$ cat src/rtl/svc_axi_stripe_rd_pkg.sv
// Shared definitions for the striped AXI paths: stripe index/offset widths,
// per-subordinate beat split, and the read reassembly state encoding.
package svc_axi_stripe_rd_pkg;

    typedef struct packed {
        logic       valid;
        logic [7:0] len;
    } stripe_split_t;

    typedef enum logic {
        R_HEAD,
        R_BURST
    } r_state_t;

    function automatic int unsigned stripe_idx_w(input int unsigned num_s);
        return $clog2(num_s);
    endfunction

    function automatic int unsigned stripe_off_w(input int unsigned data_width);
        return $clog2(data_width / 8);
    endfunction

    // k is the subordinate's beat offset from the burst start stripe.
    function automatic stripe_split_t stripe_split(input logic [7:0] k,
                                                   input logic [7:0] len,
                                                   input int unsigned s);
        stripe_split_t r;
        r.valid = (k <= len);
        r.len   = r.valid ? ((len - k) >> s) : '0;
        return r;
    endfunction

endpackage

$ cat src/rtl/svc_axi_stripe_ax.sv
// Splits one AXI address/len into per-subordinate stripe address, len and valid.
module svc_axi_stripe_ax
    import svc_axi_stripe_rd_pkg::*;
#(
    parameter int unsigned NUM_S            = 2,
    parameter int unsigned AXI_ADDR_WIDTH   = 8,
    parameter int unsigned AXI_DATA_WIDTH   = 16,
    parameter int unsigned S_AXI_ADDR_WIDTH = AXI_ADDR_WIDTH - $clog2(NUM_S)
) (
    input  logic [AXI_ADDR_WIDTH-1:0]         addr,
    input  logic [7:0]                        len,
    output logic [$clog2(NUM_S)-1:0]          start_idx,
    output logic [NUM_S-1:0]                  sub_valid,
    output logic [NUM_S*S_AXI_ADDR_WIDTH-1:0] sub_addr,
    output logic [NUM_S*8-1:0]                sub_len
);

    localparam int unsigned S   = stripe_idx_w(NUM_S);
    localparam int unsigned O   = stripe_off_w(AXI_DATA_WIDTH);
    localparam int unsigned SAW = S_AXI_ADDR_WIDTH;
    localparam logic [SAW-1:0] LO_MASK = SAW'((1 << O) - 1);
    localparam logic [SAW-1:0] BEAT    = SAW'(1 << O);

    logic [SAW-1:0] base;
    logic [S-1:0]   k;
    stripe_split_t  split;

    always_comb begin
        start_idx = S'(addr >> O);
        // Drop the stripe-select bits, keep the in-beat byte offset.
        base      = (SAW'(addr >> (O + S)) << O) | (SAW'(addr) & LO_MASK);
        sub_valid = '0;
        sub_addr  = '0;
        sub_len   = '0;
        k         = '0;
        split     = '0;
        for (int unsigned i = 0; i < NUM_S; i++) begin
            k                      = S'(i) - start_idx;
            split                  = stripe_split(8'(k), len, S);
            sub_valid[i]           = split.valid;
            sub_len[i*8 +: 8]      = split.len;
            sub_addr[i*SAW +: SAW] = base + ((S'(i) < start_idx) ? BEAT : '0);
        end
    end

endmodule

$ cat src/rtl/svc_skidbuf.sv
// Two-entry skid buffer: registered output, in_ready depends only on local state.
module svc_skidbuf #(
    parameter int unsigned WIDTH = 8
) (
    input  logic             clk,
    input  logic             rst,
    input  logic             in_valid,
    output logic             in_ready,
    input  logic [WIDTH-1:0] in_data,
    output logic             out_valid,
    input  logic             out_ready,
    output logic [WIDTH-1:0] out_data
);

    logic             skid_valid;
    logic [WIDTH-1:0] skid_data;

    assign in_ready = !skid_valid;

    always_ff @(posedge clk) begin
        if (rst) begin
            out_valid  <= 1'b0;
            skid_valid <= 1'b0;
        end else if (out_ready || !out_valid) begin
            if (skid_valid) begin
                out_valid  <= 1'b1;
                skid_valid <= 1'b0;
            end else begin
                out_valid  <= in_valid;
            end
        end else if (in_valid && in_ready) begin
            skid_valid <= 1'b1;
        end
    end

    always_ff @(posedge clk) begin
        if (out_ready || !out_valid) begin
            out_data <= skid_valid ? skid_data : in_data;
        end else if (in_valid && in_ready) begin
            skid_data <= in_data;
        end
    end

endmodule

$ cat src/rtl/svc_sync_fifo.sv
// Synchronous show-ahead FIFO with 2**ADDR_WIDTH entries.
module svc_sync_fifo #(
    parameter int unsigned WIDTH      = 8,
    parameter int unsigned ADDR_WIDTH = 3
) (
    input  logic             clk,
    input  logic             rst,
    input  logic             wr_en,
    input  logic [WIDTH-1:0] wr_data,
    output logic             full,
    input  logic             rd_en,
    output logic [WIDTH-1:0] rd_data,
    output logic             empty
);

    logic [WIDTH-1:0]    mem [2**ADDR_WIDTH];
    logic [ADDR_WIDTH:0] wr_ptr;
    logic [ADDR_WIDTH:0] rd_ptr;

    assign empty   = (wr_ptr == rd_ptr);
    assign full    = (wr_ptr[ADDR_WIDTH] != rd_ptr[ADDR_WIDTH]) &&
                     (wr_ptr[ADDR_WIDTH-1:0] == rd_ptr[ADDR_WIDTH-1:0]);
    assign rd_data = mem[rd_ptr[ADDR_WIDTH-1:0]];

    always_ff @(posedge clk) begin
        if (rst) begin
            wr_ptr <= '0;
            rd_ptr <= '0;
        end else begin
            if (wr_en && !full)  wr_ptr <= wr_ptr + (ADDR_WIDTH+1)'(1);
            if (rd_en && !empty) rd_ptr <= rd_ptr + (ADDR_WIDTH+1)'(1);
        end
    end

    always_ff @(posedge clk) begin
        if (wr_en && !full) mem[wr_ptr[ADDR_WIDTH-1:0]] <= wr_data;
    end

endmodule

$ cat src/rtl/svc_axi_stripe_rd.sv
// Striped AXI read: fans one AR burst out to NUM_S subordinates and merges
// their R beats back into address order for the manager.
module svc_axi_stripe_rd
    import svc_axi_stripe_rd_pkg::*;
#(
    parameter int unsigned NUM_S             = 2,
    parameter int unsigned AXI_ADDR_WIDTH    = 8,
    parameter int unsigned AXI_DATA_WIDTH    = 16,
    parameter int unsigned AXI_ID_WIDTH      = 4,
    parameter int unsigned S_AXI_ADDR_WIDTH  = AXI_ADDR_WIDTH - $clog2(NUM_S),
    parameter int unsigned OUTSTANDING_WIDTH = 3
) (
    input  logic                              clk,
    input  logic                              rst,
    input  logic                              s_axi_arvalid,
    output logic                              s_axi_arready,
    input  logic [AXI_ADDR_WIDTH-1:0]         s_axi_araddr,
    input  logic [AXI_ID_WIDTH-1:0]           s_axi_arid,
    input  logic [7:0]                        s_axi_arlen,
    input  logic [2:0]                        s_axi_arsize,
    input  logic [1:0]                        s_axi_arburst,
    output logic                              s_axi_rvalid,
    input  logic                              s_axi_rready,
    output logic [AXI_ID_WIDTH-1:0]           s_axi_rid,
    output logic [AXI_DATA_WIDTH-1:0]         s_axi_rdata,
    output logic [1:0]                        s_axi_rresp,
    output logic                              s_axi_rlast,
    output logic [NUM_S-1:0]                  m_axi_arvalid,
    input  logic [NUM_S-1:0]                  m_axi_arready,
    output logic [NUM_S*S_AXI_ADDR_WIDTH-1:0] m_axi_araddr,
    output logic [NUM_S*AXI_ID_WIDTH-1:0]     m_axi_arid,
    output logic [NUM_S*8-1:0]                m_axi_arlen,
    output logic [NUM_S*3-1:0]                m_axi_arsize,
    output logic [NUM_S*2-1:0]                m_axi_arburst,
    input  logic [NUM_S-1:0]                  m_axi_rvalid,
    output logic [NUM_S-1:0]                  m_axi_rready,
    input  logic [NUM_S*AXI_ID_WIDTH-1:0]     m_axi_rid,
    input  logic [NUM_S*AXI_DATA_WIDTH-1:0]   m_axi_rdata,
    input  logic [NUM_S*2-1:0]                m_axi_rresp,
    input  logic [NUM_S-1:0]                  m_axi_rlast
);

    localparam int unsigned S   = stripe_idx_w(NUM_S);
    localparam int unsigned AW  = AXI_ADDR_WIDTH;
    localparam int unsigned DW  = AXI_DATA_WIDTH;
    localparam int unsigned IW  = AXI_ID_WIDTH;
    localparam int unsigned ARW = AW + IW + 8 + 3 + 2;

    logic                          ar_valid, ar_ready, ar_accept;
    logic [ARW-1:0]                ar_data;
    logic [AW-1:0]                 ar_addr;
    logic [IW-1:0]                 ar_id;
    logic [7:0]                    ar_len;
    logic [2:0]                    ar_size;
    logic [1:0]                    ar_burst;
    logic [S-1:0]                  ar_start;
    logic [NUM_S-1:0]              split_valid;
    logic [NUM_S*S_AXI_ADDR_WIDTH-1:0] split_addr;
    logic [NUM_S*8-1:0]            split_len;
    logic                          fifo_full, fifo_empty, fifo_pop;
    logic [S-1:0]                  head_start;
    logic [7:0]                    head_len;
    r_state_t                      r_state, r_state_nxt;
    logic [S-1:0]                  r_idx, cur_idx;
    logic [7:0]                    remaining, cur_rem;
    logic                          r_take, m_xfer;
    logic [NUM_S-1:0]              rlast_unused;

    // Manager-side rlast comes from the burst length, not the subordinates.
    assign rlast_unused = m_axi_rlast;

    svc_skidbuf #(.WIDTH(ARW)) u_ar_skid (
        .clk      (clk),
        .rst      (rst),
        .in_valid (s_axi_arvalid),
        .in_ready (s_axi_arready),
        .in_data  ({s_axi_araddr, s_axi_arid, s_axi_arlen, s_axi_arsize, s_axi_arburst}),
        .out_valid(ar_valid),
        .out_ready(ar_ready),
        .out_data (ar_data)
    );

    assign {ar_addr, ar_id, ar_len, ar_size, ar_burst} = ar_data;

    svc_axi_stripe_ax #(
        .NUM_S           (NUM_S),
        .AXI_ADDR_WIDTH  (AW),
        .AXI_DATA_WIDTH  (DW),
        .S_AXI_ADDR_WIDTH(S_AXI_ADDR_WIDTH)
    ) u_ax (
        .addr     (ar_addr),
        .len      (ar_len),
        .start_idx(ar_start),
        .sub_valid(split_valid),
        .sub_addr (split_addr),
        .sub_len  (split_len)
    );

    assign ar_ready  = !fifo_full && ((m_axi_arvalid & ~m_axi_arready) == '0);
    assign ar_accept = ar_valid && ar_ready;

    always_ff @(posedge clk) begin
        if (rst)            m_axi_arvalid <= '0;
        else if (ar_accept) m_axi_arvalid <= split_valid;
        else                m_axi_arvalid <= m_axi_arvalid & ~m_axi_arready;
    end

    always_ff @(posedge clk) begin
        if (ar_accept) begin
            m_axi_araddr  <= split_addr;
            m_axi_arlen   <= split_len;
            m_axi_arid    <= {NUM_S{ar_id}};
            m_axi_arsize  <= {NUM_S{ar_size}};
            m_axi_arburst <= {NUM_S{ar_burst}};
        end
    end

    svc_sync_fifo #(.WIDTH(S + 8), .ADDR_WIDTH(OUTSTANDING_WIDTH)) u_burst_fifo (
        .clk    (clk),
        .rst    (rst),
        .wr_en  (ar_accept),
        .wr_data({ar_start, ar_len}),
        .full   (fifo_full),
        .rd_en  (fifo_pop),
        .rd_data({head_start, head_len}),
        .empty  (fifo_empty)
    );

    // In R_HEAD the burst position comes straight from the FIFO head, so a new
    // burst streams without a load bubble.
    always_comb begin
        cur_idx      = (r_state == R_HEAD) ? head_start : r_idx;
        cur_rem      = (r_state == R_HEAD) ? head_len   : remaining;
        r_take       = !fifo_empty && (!s_axi_rvalid || s_axi_rready);
        m_axi_rready = '0;
        if (r_take) m_axi_rready[cur_idx] = 1'b1;
        m_xfer       = r_take && m_axi_rvalid[cur_idx];
        fifo_pop     = m_xfer && (cur_rem == 8'd0);
        r_state_nxt  = r_state;
        if (m_xfer) r_state_nxt = (cur_rem == 8'd0) ? R_HEAD : R_BURST;
    end

    always_ff @(posedge clk) begin
        if (rst) begin
            r_state      <= R_HEAD;
            r_idx        <= '0;
            remaining    <= '0;
            s_axi_rvalid <= 1'b0;
        end else begin
            r_state <= r_state_nxt;
            if (m_xfer) begin
                r_idx        <= cur_idx + S'(1);
                remaining    <= cur_rem - 8'd1;
                s_axi_rvalid <= 1'b1;
            end else if (s_axi_rready) begin
                s_axi_rvalid <= 1'b0;
            end
        end
    end

    always_ff @(posedge clk) begin
        if (m_xfer) begin
            s_axi_rdata <= m_axi_rdata[int'(cur_idx)*DW +: DW];
            s_axi_rid   <= m_axi_rid[int'(cur_idx)*IW +: IW];
            s_axi_rresp <= m_axi_rresp[int'(cur_idx)*2 +: 2];
            s_axi_rlast <= (cur_rem == 8'd0);
        end
    end

endmodule

$ cat config.mk
export PLATFORM = sky130hd
export DESIGN_NAME = svc_axi_stripe_rd
export DESIGN_NICKNAME = d
export VERILOG_FILES = /design/src/rtl/svc_axi_stripe_rd_pkg.sv /design/src/rtl/svc_axi_stripe_ax.sv /design/src/rtl/svc_skidbuf.sv /design/src/rtl/svc_sync_fifo.sv /design/src/rtl/svc_axi_stripe_rd.sv
export SDC_FILE = /design/constraint.sdc
export NUM_CORES = 1
export LEC_CHECK = 0
export ABC_AREA = 1
export BUFFER_PORTS_ARGS = -buffer_cell sky130_fd_sc_hd__clkbuf_2
export CAP_MARGIN = 20
export CORE_MARGIN = 4
export CORE_UTILIZATION = 52
export CTS_BUF_LIST = sky130_fd_sc_hd__clkbuf_4 sky130_fd_sc_hd__clkbuf_8
export DETAILED_ROUTE_END_ITERATION = 6
export MAX_ROUTING_LAYER = met4
export PLACE_DENSITY = 0.88
export SLEW_MARGIN = 10
export SYNTH_ARGS = -nofsm -noshare
export SYNTH_HDL_FRONTEND = slang
export SYNTH_SLANG_ARGS = --single-unit
$ cat constraint.sdc
create_clock -name clk -period 3.4 [get_ports clk]
set_clock_uncertainty 0.1 [all_clocks]
set_input_delay 0 -clock clk [delete_from_list [all_inputs] [get_ports clk]]
set_output_delay 0 -clock clk [all_outputs]
set_load 0.01 [all_outputs]
==> summary.md <==
Power spread over the standard cell area amounts to 532 nW/um^2. The worst setup path is captured at a flip-flop. The area growth from synthesis to final layout is 27.7%. The sequential cell area fraction in the yosys report is 66.9%, and the final instance area is 11400 sq um. The met1 routed wirelength after detailed routing is 7800 um.

After technology mapping, the gate count stands at 796. Of the total synthesized cell area, the portion taken by AND, OR, NAND and NOR gates is 17.5%. For the H-tree depth, the log shows 2. The routed wirelength normalized by instance count was 19.0 um.

The terminating pin of the worst hold path is u_ar_skid.skid_data[13]. The post-route core utilization came out at 68.1%. The total routing resource utilization after global routing was 25.7%; the sum of negative setup slack was 0 ns.

The synthesis-stage register bit count works out to 207. The longest clock path from root to sink contains 3 buffers. For the number of library cell types mapped by synthesis, the log shows 35. The standard-cell row count is 47, and the detailed route wirelength on metal3 is 1980 um. The first global-routing pass estimated 37900 um of wire. Yosys attributes the largest share of cell area to edfxtp_1 (61%), nand2_1 (9.2%), dfxtp_1 (5.8%). After legalization and detailed placement, the total HPWL measured 12800 um. The total of warnings raised by yosys is 0, and the number of sinks driven by the clock tree is 207. Slew at the pin closest to its max-slew limit: 0.968 ns. The number of antenna violations at the first check in global routing came out at 0. The tools report the via count of the first global-routing pass as 7110.

The maximum fanout encountered on the critical timing path came out at 24. The tools report the post-cts resize count as 0. The worst register-to-register path ends at s_axi_rdata[7].

The number of cells traversed by the worst register-to-register path works out to 9. Height of the die: 139 um. The largest net degree at the start of global routing was 39; the area share of the largest cell type after synthesis was 61.0%.

The headroom to the max-slew limit came out at 35.2%. Wire segments on met2 add up to 13300 um in the final route. The top cell type by total area after synthesis is edfxtp_1. Placement-stage cell area: 9810 sq um. The nature of the critical path startpoint was a flip-flop. The run finished with clean final reports.

The logs give 0 for the final hold violation count and 4.97 nW for the standby leakage power. The number of detailed-routing iterations run before antenna repair was 5; the full die area was 19300 sq um. The tools report the vias after detailed routing as 6860. The timing-limited maximum frequency came out at 0.315 GHz. Data arrival time of the critical path: 3.35 ns. The post-route netlist has 25.8% of its cells at a drive strength greater than 1.

The total area inside the core boundary comes to 16700 sq um. The total of buffers placed on input and output ports is 151. Setup repair after global routing left no endpoint under its margin. The floorplan step set the die width to 139 um. The routability-driven placement congestion ratio came out at 0.852. Setup violations remaining at the end of the flow were counted as 0.

The clock insertion delay at the later pin of the skew report was 0.55 ns. The tools report the non-filler instance count after layout as 1283. The initial utilization of the core area, before any placement, comes to 53.3%. The number of clock buffers added by TritonCTS is 34. 0 antenna diodes ended up in the layout. The post-route fraction of the period consumed by the critical path is 93.5%, and the fill cell total of the finished layout is 1080. The clock slew at the register clock pins of the worst setup and hold paths works out to 0.09 ns.

The clock tree root driver cell is clkbuf_8. VDD sags by at most 0.532 mV. The average instance area after synthesis works out to 11.2 sq um. The tools report the I/O pin count as 156. By area, the combinational part of the netlist is dominated by simple AND/OR/NAND/NOR gates.

The DRC violation count after routing was 0; the share of the synthesized area in compound gates (AO/OA/AOI/OAI) was 2.59%. After detailed routing, the total wire length is 24400 um. For this run, the post-layout net count is 1130. After Yosys synthesis, full adders, half adders and majority gates account for 1.41% of the synthesized area. TritonCTS built the clock tree. Highest layer used for signal routing: met4. For the worst setup path, the data required time is 3.57 ns. The logs give 1145 for the number of placed instances with taps included and 710 for the initial detailed-routing violation count. After synthesis, the share of cell area in mux cells is 2.78%. The register-to-register setup slack came out at 0.22 ns. After global routing the overflow that remains totals 0. The setup path with the least slack is of type flip-flop to flip-flop. The worst min-delay path class was input pin to flip-flop. The final number of max-transition violations came out at 0.

The worst hold path stage count is 2, and the count of max-cap constraint violations is 0. The mapped cell area was 8900 sq um. The vias per cell was 5.35. The tools report the post-detailed-route count of antenna-violating nets as 0. The shortest clock period the worst path allows after layout was 3.18 ns. After Yosys synthesis, XOR and XNOR cells account for 1.87% of the synthesized area. Start point of the worst min-delay path: s_axi_arid[0].
report_power, final:
group,switching [mW],total (mW),leakage [nW],internal [mW]
Combinational,0.327,0.586,2.68,0.259
Sequential,0.0720,2.96,1.90,2.89
Clock,1.06,2.50,0.395,1.45
Total,1.46,6.05,4.97,4.60
cell usage in the layout (no fill, tap or decap), drive strengths merged, types with 12 or more instances in the layout:
cell           n
nand2        225
clkbuf       199
edfxtp       181
inv           98
dlygate4sd3   80
nand3         70
nor2          53
dfxtp         26
mux2          22
o21ai         21
a21oi         18
buf           13
xor2          12
stage by stage:
| stage | hold WS (ns) | setup WS [ns] | power (mW) |
|---|---|---|---|
| after global routing | 0.100 | 0.115 | 6.23 |
| after floorplan | -0.00113 | 0.231 | 3.28 |
| after CTS | 0.0861 | 0.385 | 5.94 |
| final | 0.114 | 0.222 | 6.05 |
| after global placement | 0.0921 | 0.581 | 3.44 |
| after detailed placement | 0.0952 | 0.512 | 3.46 |
kinds of logic (layout without fill, tap and decap cells):
kind of cell | Yosys count | after routing
AO/OA/AOI/OAI | 43 | 43
AND/OR/NAND/NOR | 358 | 358
multiplexers | 22 | 22
other | 1 | 2
adder cells (fa/ha/maj) | 10 | 10
flip-flops | 207 | 207
buffers and inverters | 136 | 402
XOR/XNOR | 19 | 19
worst max-delay path: stages, from the launching register on:
cell and delay, ns:
dfxtp_1 0.65, buf_4 0.31, nand2_1 0.09, nand2_1 0.09
nand2_1 0.06, nand3_1 0.09, nand3_2 0.17, nand2_4 0.32
mux2_2 0.37, dlygate4sd3_1 0.65
routing by layer:
layer	vias up	track usage (%)
li1	3109	-
met5	-	-
met3	94	5.03
met4	0	13.2
met1	3219	26.7
met2	438	46.2
state kept, by name, indices dropped and copies added, names as in the netlist, 8 cells and up, named ones only:
register	count
s_axi_rdata	16
remaining	8
u_burst_fifo.mem	72
m_axi_araddr	13
m_axi_arlen	14
u_ar_skid.skid_data	25
u_ar_skid.out_data	25
cell type report:
type                       count  area, sq um  share of cell area (%)
sequential                   207         5960                    52.4
multi-input combinational    454         2340                    20.6
clock inverter                10          158                    1.39
clock buffer                  48          598                    5.26
tap                          220          275                    2.42
timing repair buffer         244         1670                    14.7
inverter                     100          375                    3.30
timing repair:
item / in CTS / in global routing
hold endpoints to repair: 96 / 0
buffers inserted: 0 / 0
hold buffers: 80 / 0
Yosys cell counts (all sizes together):
library cell,count
inv,97
a211oi,1
nand3b,1
xor2,12
conb,1
o211ai,2
nor3,4
o21a,1
o21ai,21
nand2,225
nand4,2
or2,3
ha,10
nand3,70
clkinv,3
dfxtp,26
a21oi,18
buf,28
clkbuf,8
edfxtp,181
mux2,22
nor2,53
xnor2,7
how the worst max path moves through the flow:
stage	to	slack [ns]
detailed placement	s_axi_rid[2]	0.51
global route	remaining[6]	0.12
CTS	s_axi_rdata[5]	0.39
global placement	s_axi_rid[2]	0.58
floorplan	u_burst_fifo.mem[0][0]	0.23
finish	s_axi_rdata[7]	0.22
(Power assumes the default switching activity.)
